**src/rtl/seq_ctl_if.sv**
```systemverilog
`default_nettype none
// ---------------------------------------------------------------------------
// Module   : seq_ctl_if
// Purpose  : Control and status bundle of the seq_ctl sequence controller.
//            master = the side that drives the controls (control logic),
//            slave  = seq_ctl itself.
// Signals  : run, hlt_req, clr_sc, ien_set, ien_clr, fgi, fgo  (to slave)
//            t[15:0], r_cycle, ien, halted, state[1:0], sc_ovf (from slave)
// Revision : 1.0  initial release
// ---------------------------------------------------------------------------
interface seq_ctl_if;
  logic        run;
  logic        hlt_req;
  logic        clr_sc;
  logic        ien_set;
  logic        ien_clr;
  logic        fgi;
  logic        fgo;
  logic [15:0] t;
  logic        r_cycle;
  logic        ien;
  logic        halted;
  logic [1:0]  state;
  logic        sc_ovf;

  modport master (
    output run, hlt_req, clr_sc, ien_set, ien_clr, fgi, fgo,
    input  t, r_cycle, ien, halted, state, sc_ovf
  );

  modport slave (
    input  run, hlt_req, clr_sc, ien_set, ien_clr, fgi, fgo,
    output t, r_cycle, ien, halted, state, sc_ovf
  );
endinterface
`default_nettype wire

```
**src/rtl/seq_ctl.sv**
```systemverilog
`default_nettype none
// ---------------------------------------------------------------------------
// Module   : seq_ctl
// Purpose  : Sequence controller: IDLE/RUN/HALT FSM, 4-bit sequence counter
//            with one-hot timing outputs T0..T15, sticky counter-wrap flag,
//            and an optional interrupt cycle (R flag / IEN flag).
// Ports    : myclock  - single clock, rising edge
//            reset    - synchronous active-high reset
//            bus      - seq_ctl_if.slave (controls in, t/r_cycle/ien/halted/
//                       state/sc_ovf out)
// Config   : define INT_CYCLE_EN to compile in the interrupt-cycle logic;
//            without it r_cycle and ien are constant 0 and ien_set, ien_clr,
//            fgi, fgo are ignored.
// Revision : 1.0  initial release
// ---------------------------------------------------------------------------
module seq_ctl (
  input  wire logic myclock,
  input  wire logic reset,
  seq_ctl_if.slave  bus
);

  typedef enum logic [1:0] {
    S_IDLE = 2'b00,
    S_RUN  = 2'b01,
    S_HALT = 2'b10
  } state_e;

  state_e      state_q, state_d;
  logic [3:0]  sc_q, sc_d;
  logic        r_q, r_d;
  logic        ien_q, ien_d;
  logic        ovf_q, ovf_d;
  logic [15:0] t_q, t_d;
  logic        halted_q, halted_d;
  logic        int_exit;
  logic        t3;

  assign t3 = (sc_q == 4'd3);

  always_comb begin
    state_d  = state_q;
    sc_d     = sc_q;
    r_d      = r_q;
    ien_d    = ien_q;
    ovf_d    = ovf_q;
    int_exit = 1'b0;
`ifdef INT_CYCLE_EN
    // Last step of the interrupt cycle (R & T2).
    int_exit = r_q && (sc_q == 4'd2);
`endif
    // run=0 leaves every *_d equal to its *_q, freezing the whole block.
    if (bus.run) begin
      case (state_q)
        S_IDLE: state_d = S_RUN;
        S_RUN: begin
          // Halting keeps sc at 3; halt beats clr_sc.
          if (bus.hlt_req && t3) begin
            state_d = S_HALT;
          end else if (int_exit || bus.clr_sc) begin
            sc_d = 4'd0;
          end else begin
            sc_d = sc_q + 4'd1;
            if (sc_q == 4'd15) ovf_d = 1'b1;
          end
`ifdef INT_CYCLE_EN
          if (int_exit) begin
            // Exit clear overrides any ien_set this cycle.
            r_d   = 1'b0;
            ien_d = 1'b0;
          end else begin
            // Interrupt is only taken outside T0..T2.
            if (!r_q && ien_q && (bus.fgi || bus.fgo) && (sc_q >= 4'd3))
              r_d = 1'b1;
            if (bus.ien_clr)      ien_d = 1'b0;
            else if (bus.ien_set) ien_d = 1'b1;
          end
`endif
        end
        default: ;
      endcase
    end
    // Outputs are precomputed from the next state so they come straight from flops.
    t_d      = (state_d == S_RUN) ? (16'd1 << sc_d) : 16'd0;
    halted_d = (state_d == S_HALT);
  end

`ifndef INT_CYCLE_EN
  logic unused_int_inputs;
  assign unused_int_inputs = ^{bus.ien_set, bus.ien_clr, bus.fgi, bus.fgo};
`endif

  always_ff @(posedge myclock) begin
    if (reset) begin
      state_q  <= S_IDLE;
      sc_q     <= 4'd0;
      r_q      <= 1'b0;
      ien_q    <= 1'b0;
      ovf_q    <= 1'b0;
      t_q      <= 16'd0;
      halted_q <= 1'b0;
    end else begin
      state_q  <= state_d;
      sc_q     <= sc_d;
      r_q      <= r_d;
      ien_q    <= ien_d;
      ovf_q    <= ovf_d;
      t_q      <= t_d;
      halted_q <= halted_d;
    end
  end

  assign bus.t       = t_q;
  assign bus.r_cycle = r_q;
  assign bus.ien     = ien_q;
  assign bus.halted  = halted_q;
  assign bus.state   = state_q;
  assign bus.sc_ovf  = ovf_q;

endmodule
`default_nettype wire

```
**src/flat_wrapper.sv**
```systemverilog
// flat-port wrapper written by rule: the top's interface ports become plain ports
module seq_ctl_flat 
  (myclock, reset, bus_run, bus_hlt_req, bus_clr_sc, bus_ien_set, bus_ien_clr, bus_fgi, bus_fgo, bus_t, bus_r_cycle, bus_ien, bus_halted, bus_state, bus_sc_ovf);
  seq_ctl_if bus_i ();
  input  wire logic myclock;
  input  wire logic reset;
  input wire logic [$bits(bus_i.run)-1:0] bus_run;
  input wire logic [$bits(bus_i.hlt_req)-1:0] bus_hlt_req;
  input wire logic [$bits(bus_i.clr_sc)-1:0] bus_clr_sc;
  input wire logic [$bits(bus_i.ien_set)-1:0] bus_ien_set;
  input wire logic [$bits(bus_i.ien_clr)-1:0] bus_ien_clr;
  input wire logic [$bits(bus_i.fgi)-1:0] bus_fgi;
  input wire logic [$bits(bus_i.fgo)-1:0] bus_fgo;
  output wire logic [$bits(bus_i.t)-1:0] bus_t;
  output wire logic [$bits(bus_i.r_cycle)-1:0] bus_r_cycle;
  output wire logic [$bits(bus_i.ien)-1:0] bus_ien;
  output wire logic [$bits(bus_i.halted)-1:0] bus_halted;
  output wire logic [$bits(bus_i.state)-1:0] bus_state;
  output wire logic [$bits(bus_i.sc_ovf)-1:0] bus_sc_ovf;
  assign bus_i.run = bus_run;
  assign bus_i.hlt_req = bus_hlt_req;
  assign bus_i.clr_sc = bus_clr_sc;
  assign bus_i.ien_set = bus_ien_set;
  assign bus_i.ien_clr = bus_ien_clr;
  assign bus_i.fgi = bus_fgi;
  assign bus_i.fgo = bus_fgo;
  assign bus_t = bus_i.t;
  assign bus_r_cycle = bus_i.r_cycle;
  assign bus_ien = bus_i.ien;
  assign bus_halted = bus_i.halted;
  assign bus_state = bus_i.state;
  assign bus_sc_ovf = bus_i.sc_ovf;
  seq_ctl u_core (.myclock(myclock), .reset(reset), .bus(bus_i));
endmodule
```
**config.mk**
```make
export PLATFORM = sky130hd
export DESIGN_NAME = seq_ctl_flat
export DESIGN_NICKNAME = d
export VERILOG_FILES = /design/src/rtl/seq_ctl_if.sv /design/src/rtl/seq_ctl.sv /design/src/flat_wrapper.sv
export SDC_FILE = /design/constraint.sdc
export NUM_CORES = 1
export LEC_CHECK = 0
export ABC_AREA = 1
export CORE_MARGIN = 1.5
export CORE_UTILIZATION = 44
export DETAILED_ROUTE_END_ITERATION = 10
export PLACE_DENSITY = 0.87
export SYNTH_ARGS = -nofsm -noshare
export SYNTH_HDL_FRONTEND = slang
export SYNTH_SLANG_ARGS = --single-unit
export TNS_END_PERCENT = 50
```
**constraint.sdc**
```tcl
create_clock -name myclock -period 1.5 [get_ports myclock]
set_input_delay 0.45 -clock myclock [delete_from_list [all_inputs] [get_ports myclock]]
set_output_delay 0.45 -clock myclock [all_outputs]
set_load 0.03 [all_outputs]
```
==> summary.md <==
| Metric | Value |
|---|---|
| Max incr delay on CP | `490 ps` |
| Startpoint Class | `input pin` |
| Global-route usage over all layers | `0.204` |
| Starting Density | `0.481` |
| 1st-iter DRT viols | `24` |
| TritonCTS buffer count | `3` |
| Mapped Area | `962 µm²` |
| IO Count | `31` |
| CP delay by family, top | `simple AND/OR/NAND/NOR gates` |
| IO Port Bufs | `24` |
| Fin Hold WS | `500 ps` |
| Die Y | `49.8 µm` |
| Final Critical Period | `1460 ps` |
| Status | `finished clean` |
| First-pass GRT wire length | `3770 µm` |
| WL final | `2280 µm` |
| Nets | `169` |
| Crit-path slowest cell | `clkdlybuf4s50_1` |
| Setup TNS | `0 ps` |
| Yosys top cell area share | `0.499` |
| Setup CP Type | `in2reg` |
| Hold Path End | `u_core.bus.sc_ovf` |
| CP Capture Type | `flip-flop` |
| Die width | `49.8 µm` |
| Critical path's most frequent cell | `nand2_2` |
| Clk buf depth | `2` |
| DRT antenna net count | `0` |
| Clock H-tree levels | `1` |
| Synthesized instance count | `125` |
| Core ar. | `2000 µm²` |
| CP bufs+invs | `1` |
| Die ar. | `2480 µm²` |
| Area growth syn-to-layout | `32.5%` |
| Required time worst endpoint | `1700 ps` |
| Largest family of logic cells by synthesized area | `simple AND/OR/NAND/NOR gates` |
| RR Endpoint | `u_core.bus.t[1]` |
| Hold WC Path Type | `reg2reg` |
| Number of cells on the worst reg-to-reg path | `8` |
| Total design power | `1.08 mW` |
| CTS root buf | `clkbuf_4` |
| Footprint of the multi-input gates | `448 µm²` |
| Complex-gate fraction of the synthesized area | `0.0286` |
| Static Leak | `0.624 nW` |
| Synthesis Warnings | `0` |
| Inserted Diodes | `0` |
| FILL cells | `166` |
| Postcts setup bufs | `0` |
| Sequential cell area fraction in the yosys report | `0.499` |
| Post-DP Area | `1260 µm²` |
| Pwr dens | `849 nW/µm²` |
| Max frequency | `685 MHz` |
| Rows | `16` |
| Post-route cell area | `1270 µm²` |
| RD Place Congestion | `0.868` |
| Largest net degree at the start of global routing | `13` |
| Final period util | `0.973` |
| Layout cell share with drive strength beyond 1 | `0.325` |
| Routed vias | `912` |
| Top post-synthesis cells by area | `dfxtp_1, nor2_1, nand2_1, inv_1, nand2_2` |
| Post-synth cell types | `21` |
| Placement Setup Slack | `-450 ps` |
| Post-DP HPWL | `1760 µm` |
| Avg WL per Cell | `12.4 µm` |
| Hold Path Origin | `u_core.bus.sc_ovf` |
| Max_cap viols | `0` |
| Final worst setup slack | `39.9 ps` |
| Arr. time, crit path | `1660 ps` |
| Worst skew pair latency | `310 ps` |
| Max-slew violation count | `0` |
| CTS sink cnt | `24` |
| Clock Skew | `10.8 ps` |
| Drt pass-1 iters | `5` |
| Clock slew seen by the registers of the worst setup and hold paths | `120 ps` |
| Vias in the first global route | `861` |
| Synth Area in Adders | `0.0130` |
| CP Depth | `8` |
| Worst path cell trace | `clkdlybuf4s50_1, nand2_2, nor2_2, nand2_2, nand3_2, nor2_2, nand2_2, nor2_1` |
| # DRC | `0` |
| Vias/cell | `4.96` |
| Post-synthesis simple-gate area fraction | `0.385` |
| RSZ-0062 raised after global routing | `true` |
| Sequential cell area | `484 µm²` |
| Xor/xnor share of the synthesized area | `0` |
| Mux cell area share after synthesis | `0` |
| Synthesized flop and latch total | `24` |
| VDD IR max | `829 µV` |
| R2R Path Start | `u_core.sc_q[1]` |
| CTS Hold Bufs | `0` |
| Reg2reg setup slack | `90 ps` |
| Number of antenna violations at the first check in global routing | `0` |
| Final Setup Violations | `0` |
| CP max FO | `8` |
| Cells on Worst Hold Path | `2` |
| Post-synth top area cell | `dfxtp_1` |
| GRT overflow | `0` |
| Final hold vios | `0` |
| TritonCTS clock tree | `done` |
| Syn avg cell area | `7.70 µm²` |
## cell usage in the layout, fill, tap and decap left out, drive strengths merged
cell / instances
clkdlybuf4s15: 6
clkdlybuf4s50: 2
nor3: 1
dlymetal6s2s: 1
conb: 2
o21bai: 1
o21ai: 1
dlygate4sd2: 4
a21oi: 1
nand3: 8
nand3b: 1
nand2: 35
ha: 1
nand4: 1
clkbuf: 12
inv: 14
nor2: 33
dfxtp: 24
buf: 8
a31oi: 1
## cell families after synthesis
group | Yosys count
other cells | 1
simple gates | 79
flops | 24
buf+inv | 16
fa+ha+maj | 1
compound gates | 4
## power breakdown
group	internal, mW	switching [mW]
Clock	0.0939	0.173
Combinational	0.0587	0.0992
Sequential	0.649	0.00791
## state kept, by name, indices dropped and copies added (netlist names)
signal,flops
u_core.bus.t,16
u_core.sc_q,4
u_core.bus.state,2
u_core.bus.halted,1
u_core.bus.sc_ovf,1
## layout make-up
type | instances | area share
Inverter | 14 | 0.0412
Clock buffer | 3 | 0.0177
Timing Repair Buffer | 30 | 0.184
Multi-Input combinational cell | 86 | 0.351
Tap cell | 27 | 0.0265
Sequential cell | 24 | 0.380
## how the worst max path moves through the flow
stage | startpoint | slack (ps) | to
3_3_place_gp | bus_run | -350 | u_core.bus.t[15]
2_1_floorplan | u_core.bus.state[1] | 120 | u_core.bus.t[0]
3_5_place_dp | bus_run | -450 | u_core.bus.t[3]
6_report | bus_hlt_req | 40 | u_core.bus.t[1]
5_1_grt | bus_hlt_req | -20 | u_core.bus.t[4]
4_1_cts | u_core.bus.t[8] | 2 | bus_t[8]
## synthesized netlist by cell type (all sizes together)
cell,count
nand2,35
nor2,33
dfxtp,24
inv,14
nand3,8
buf,2
a21oi,1
a31oi,1
conb,1
ha,1
nand3b,1
nand4,1
nor3,1
o21ai,1
o21bai,1
## per-stage QoR
stage	cells	util
final	184	0.637
after global routing	184	0.637
after CTS	184	0.636
after detailed placement	181	0.632
after global placement	181	0.632
after floorplan	126	-
## tightest hold or removal path: stages, from the launching register on
cell	delay, ps
dfxtp_1	350
a31oi_1	50
nor2_1	80
## per-layer routing
metal	global-route usage	share of wire	vias to the layer above
li1	-	-	444
met1	0.236	0.39	429
met2	0.349	0.54	31
met3	0.0485	0.044	8
met4	0.102	0.032	0
met5	0	0	-
## what timing repair did
| item | CTS | global route |
|---|---|---|
| pin swaps | 1 | 5 |
| resized for setup | 27 | 34 |
| endpoints found under the setup margin | 34 | 30 |
| hold endpoints to repair | 0 | 0 |
(Power assumes the default switching activity.)
==> RTL edit: new RTL, same flow settings <==
The option `INT_CYCLE_EN` is turned on by a define.
--- a/src/rtl/seq_ctl.sv
+++ b/src/rtl/seq_ctl.sv
@@ -14,4 +14,6 @@
 // Revision : 1.0  initial release
 // ---------------------------------------------------------------------------
+`define INT_CYCLE_EN
+
 module seq_ctl (
   input  wire logic myclock,
Function: changed (a bounded check fails within 4 cycles, from zero or initial values and one cycle with reset high).
==> RTL edit against the original RTL <==
Critical path depth grew 1; the flow now finishes with violations (setup timing); sequential cell count up 2; global-route usage is 0.49 points higher; critical endpoint is now u_core.bus.t[6]; power is 29% higher; routed wire length grew 33%; combinational power grew 27%; synthesized area grew 4.7%; worst setup slack got worse by 0.13 ns; design area rose by 24%; register-to-register slack worse by 0.18 ns; synthesized cell count rose by 2.4%; first-iteration DRC count fell by 4.2%; critical path type is now flop to flop; count of clock-buffer cells in the layout is the same.
==> RTL edit: results (changes against the original RTL) <==
| Metric | Value |
|---|---|
| Run status | finished with violations |
| Violated checks | setup timing |
| Total track usage | 0.209 (+0.00494) |
| Max IR drop VDD | 0.859 mV (+3.6%) |
| Vias in the first global route | 951 (+10%) |
| Initial DRC count | 23 (-4.2%) |
| DR vias/cell | 5.06 (+2.2%) |
| CP Launch Type | flop |
| Dpl ws | -0.422 ns (+0.0286 ns) |
| Vias | 1033 (+13%) |
| Synth cell types | 19 (-9.5%) |
| CTS Buf Count | 3 (unchanged) |
| # setup viols final | 9 (+9) |
| Worst Hold Endpoint | u_core.bus.r_cycle |
| Layout cell share with drive strength beyond 1 | 0.455 (+0.130) |
| Slew headroom | 0.782 |
| CTS H-tree lvls | 1 (unchanged) |
| Final GP Congestion | 0.761 (-12%) |
| Reg2reg end | u_core.bus.t[6] |
| Area contributors post-synth | dfxtp_1 (52%), nor2_1 (12%), nand2_1 (8.6%), nand3_1 (5.0%), inv_1 (4.5%) |
| Final WS setup | -0.0857 ns (-0.126 ns) |
| I/O Buffers | 30 (+25%) |
| CP max stage delay | 0.41 ns (-0.08 ns) |
| Crit path DAT | 1.86 ns (+0.20 ns) |
| Setup TNS | -0.383 ns (-0.383 ns) |
| Skew-Pair Late Insertion Delay | 0.33 ns (+0.02 ns) |
| Min Hold Slack | 0.491 ns (-0.00859 ns) |
| Sequential fraction of the synthesis area | 0.517 (+0.0174) |
| First-pass GRT wire length | 3980 um (+5.5%) |
| CP max FO | 5 (-3) |
| Fillers | 145 (-13%) |
| Pleak | 0.701 nW (+12%) |
| Hold path start | u_core.bus.r_cycle |
| Dpl cells | 196 (+8.3%) |
| Clock skew | 0.00241 ns (-0.00836 ns) |
| Max FFs per register | 16 (unchanged) |
| HPWL after DPL | 1760 um (about the same) |
| Syn avg cell area | 7.87 um^2 (+2.2%) |
| Synth top cells by count | nor2_1 (31), dfxtp_1 (26), nand2_1 (23), inv_1 (12), nand3_1 (10) |
| Reg clk slew, reported paths | 0.14 ns (+0.02 ns) |
| Clk buf depth | 2 (unchanged) |
| DRT Pass-1 Iters | 4 (-1) |
| Crit-path slowest cell | dfxtp_4 |
| Reg2reg path depth | 9 (+1) |
| Placed cell areas | 1420 um^2 (+12%) |
| Final #Nets | 188 (+11%) |
| Post-Route WL | 3030 um (+33%) |
| CP endpoint | u_core.bus.t[6] |
| Hold Crit Class | flop to flop |
| Largest net degree at the start of global routing | 16 (+3) |
[RTL edit: changes by cell type after synthesis, sizes merged, moves of 2 or more]
cell	before	now
dfxtp	24	26
buf	2	0
a21oi	1	4
nor2	33	31
nand3	8	11
nand2	35	30
[RTL edit: kinds of logic after synthesis]
| family | after synthesis | synth area share |
|---|---|---|
| simple gates | 76 | 0.345 |
| buf+inv | 15 | 0.0584 |
| compound gates | 9 | 0.0547 |
| fa+ha+maj | 2 | 0.0248 |
| flops | 26 | 0.517 |
[RTL edit: layout make-up]
type                    instances  area [um^2]  area share
multi-input cells              87          577       0.365
clock buffers                   3         22.5      0.0142
clock inverters                 1         30.0      0.0190
flip-flops and latches         26          529       0.335
well taps                      28         35.0      0.0222
inverters                      14         55.1      0.0348
repair buffers                 45          333       0.210
[RTL edit: worst max-delay path: cells and delay by family, from the launching register on]
| kind | cells | cell delay (ns) |
|---|---|---|
| simple gates | 5 | 0.49 |
| flops | 1 | 0.41 |
| buf+inv | 2 | 0.28 |
| fa+ha+maj | 1 | 0.20 |
| compound gates | 1 | 0.14 |
[RTL edit: report_power, final]
part,total [mW],internal [mW],leakage [nW],switching (mW)
Clock,0.478,0.271,0.0279,0.208
Combinational,0.200,0.0797,0.461,0.120
Sequential,0.713,0.702,0.212,0.0106
[RTL edit: what timing repair did]
action	4_1_cts	5_1_grt
pin swaps	2	17
endpoints found under the hold margin	0	0
setup buffers	0	4
setup endpoints to repair	39	36
gates resized for setup	50	55
[RTL edit: per-layer routing]
metal	global-route usage	part of all wire	vias up	routed length, um
met5	0	0	-	0
met4	0.0856	0.032	0	98
met3	0.0380	0.037	11	113
met2	0.408	0.54	36	1620
met1	0.216	0.39	487	1200
li1	-	-	499	-
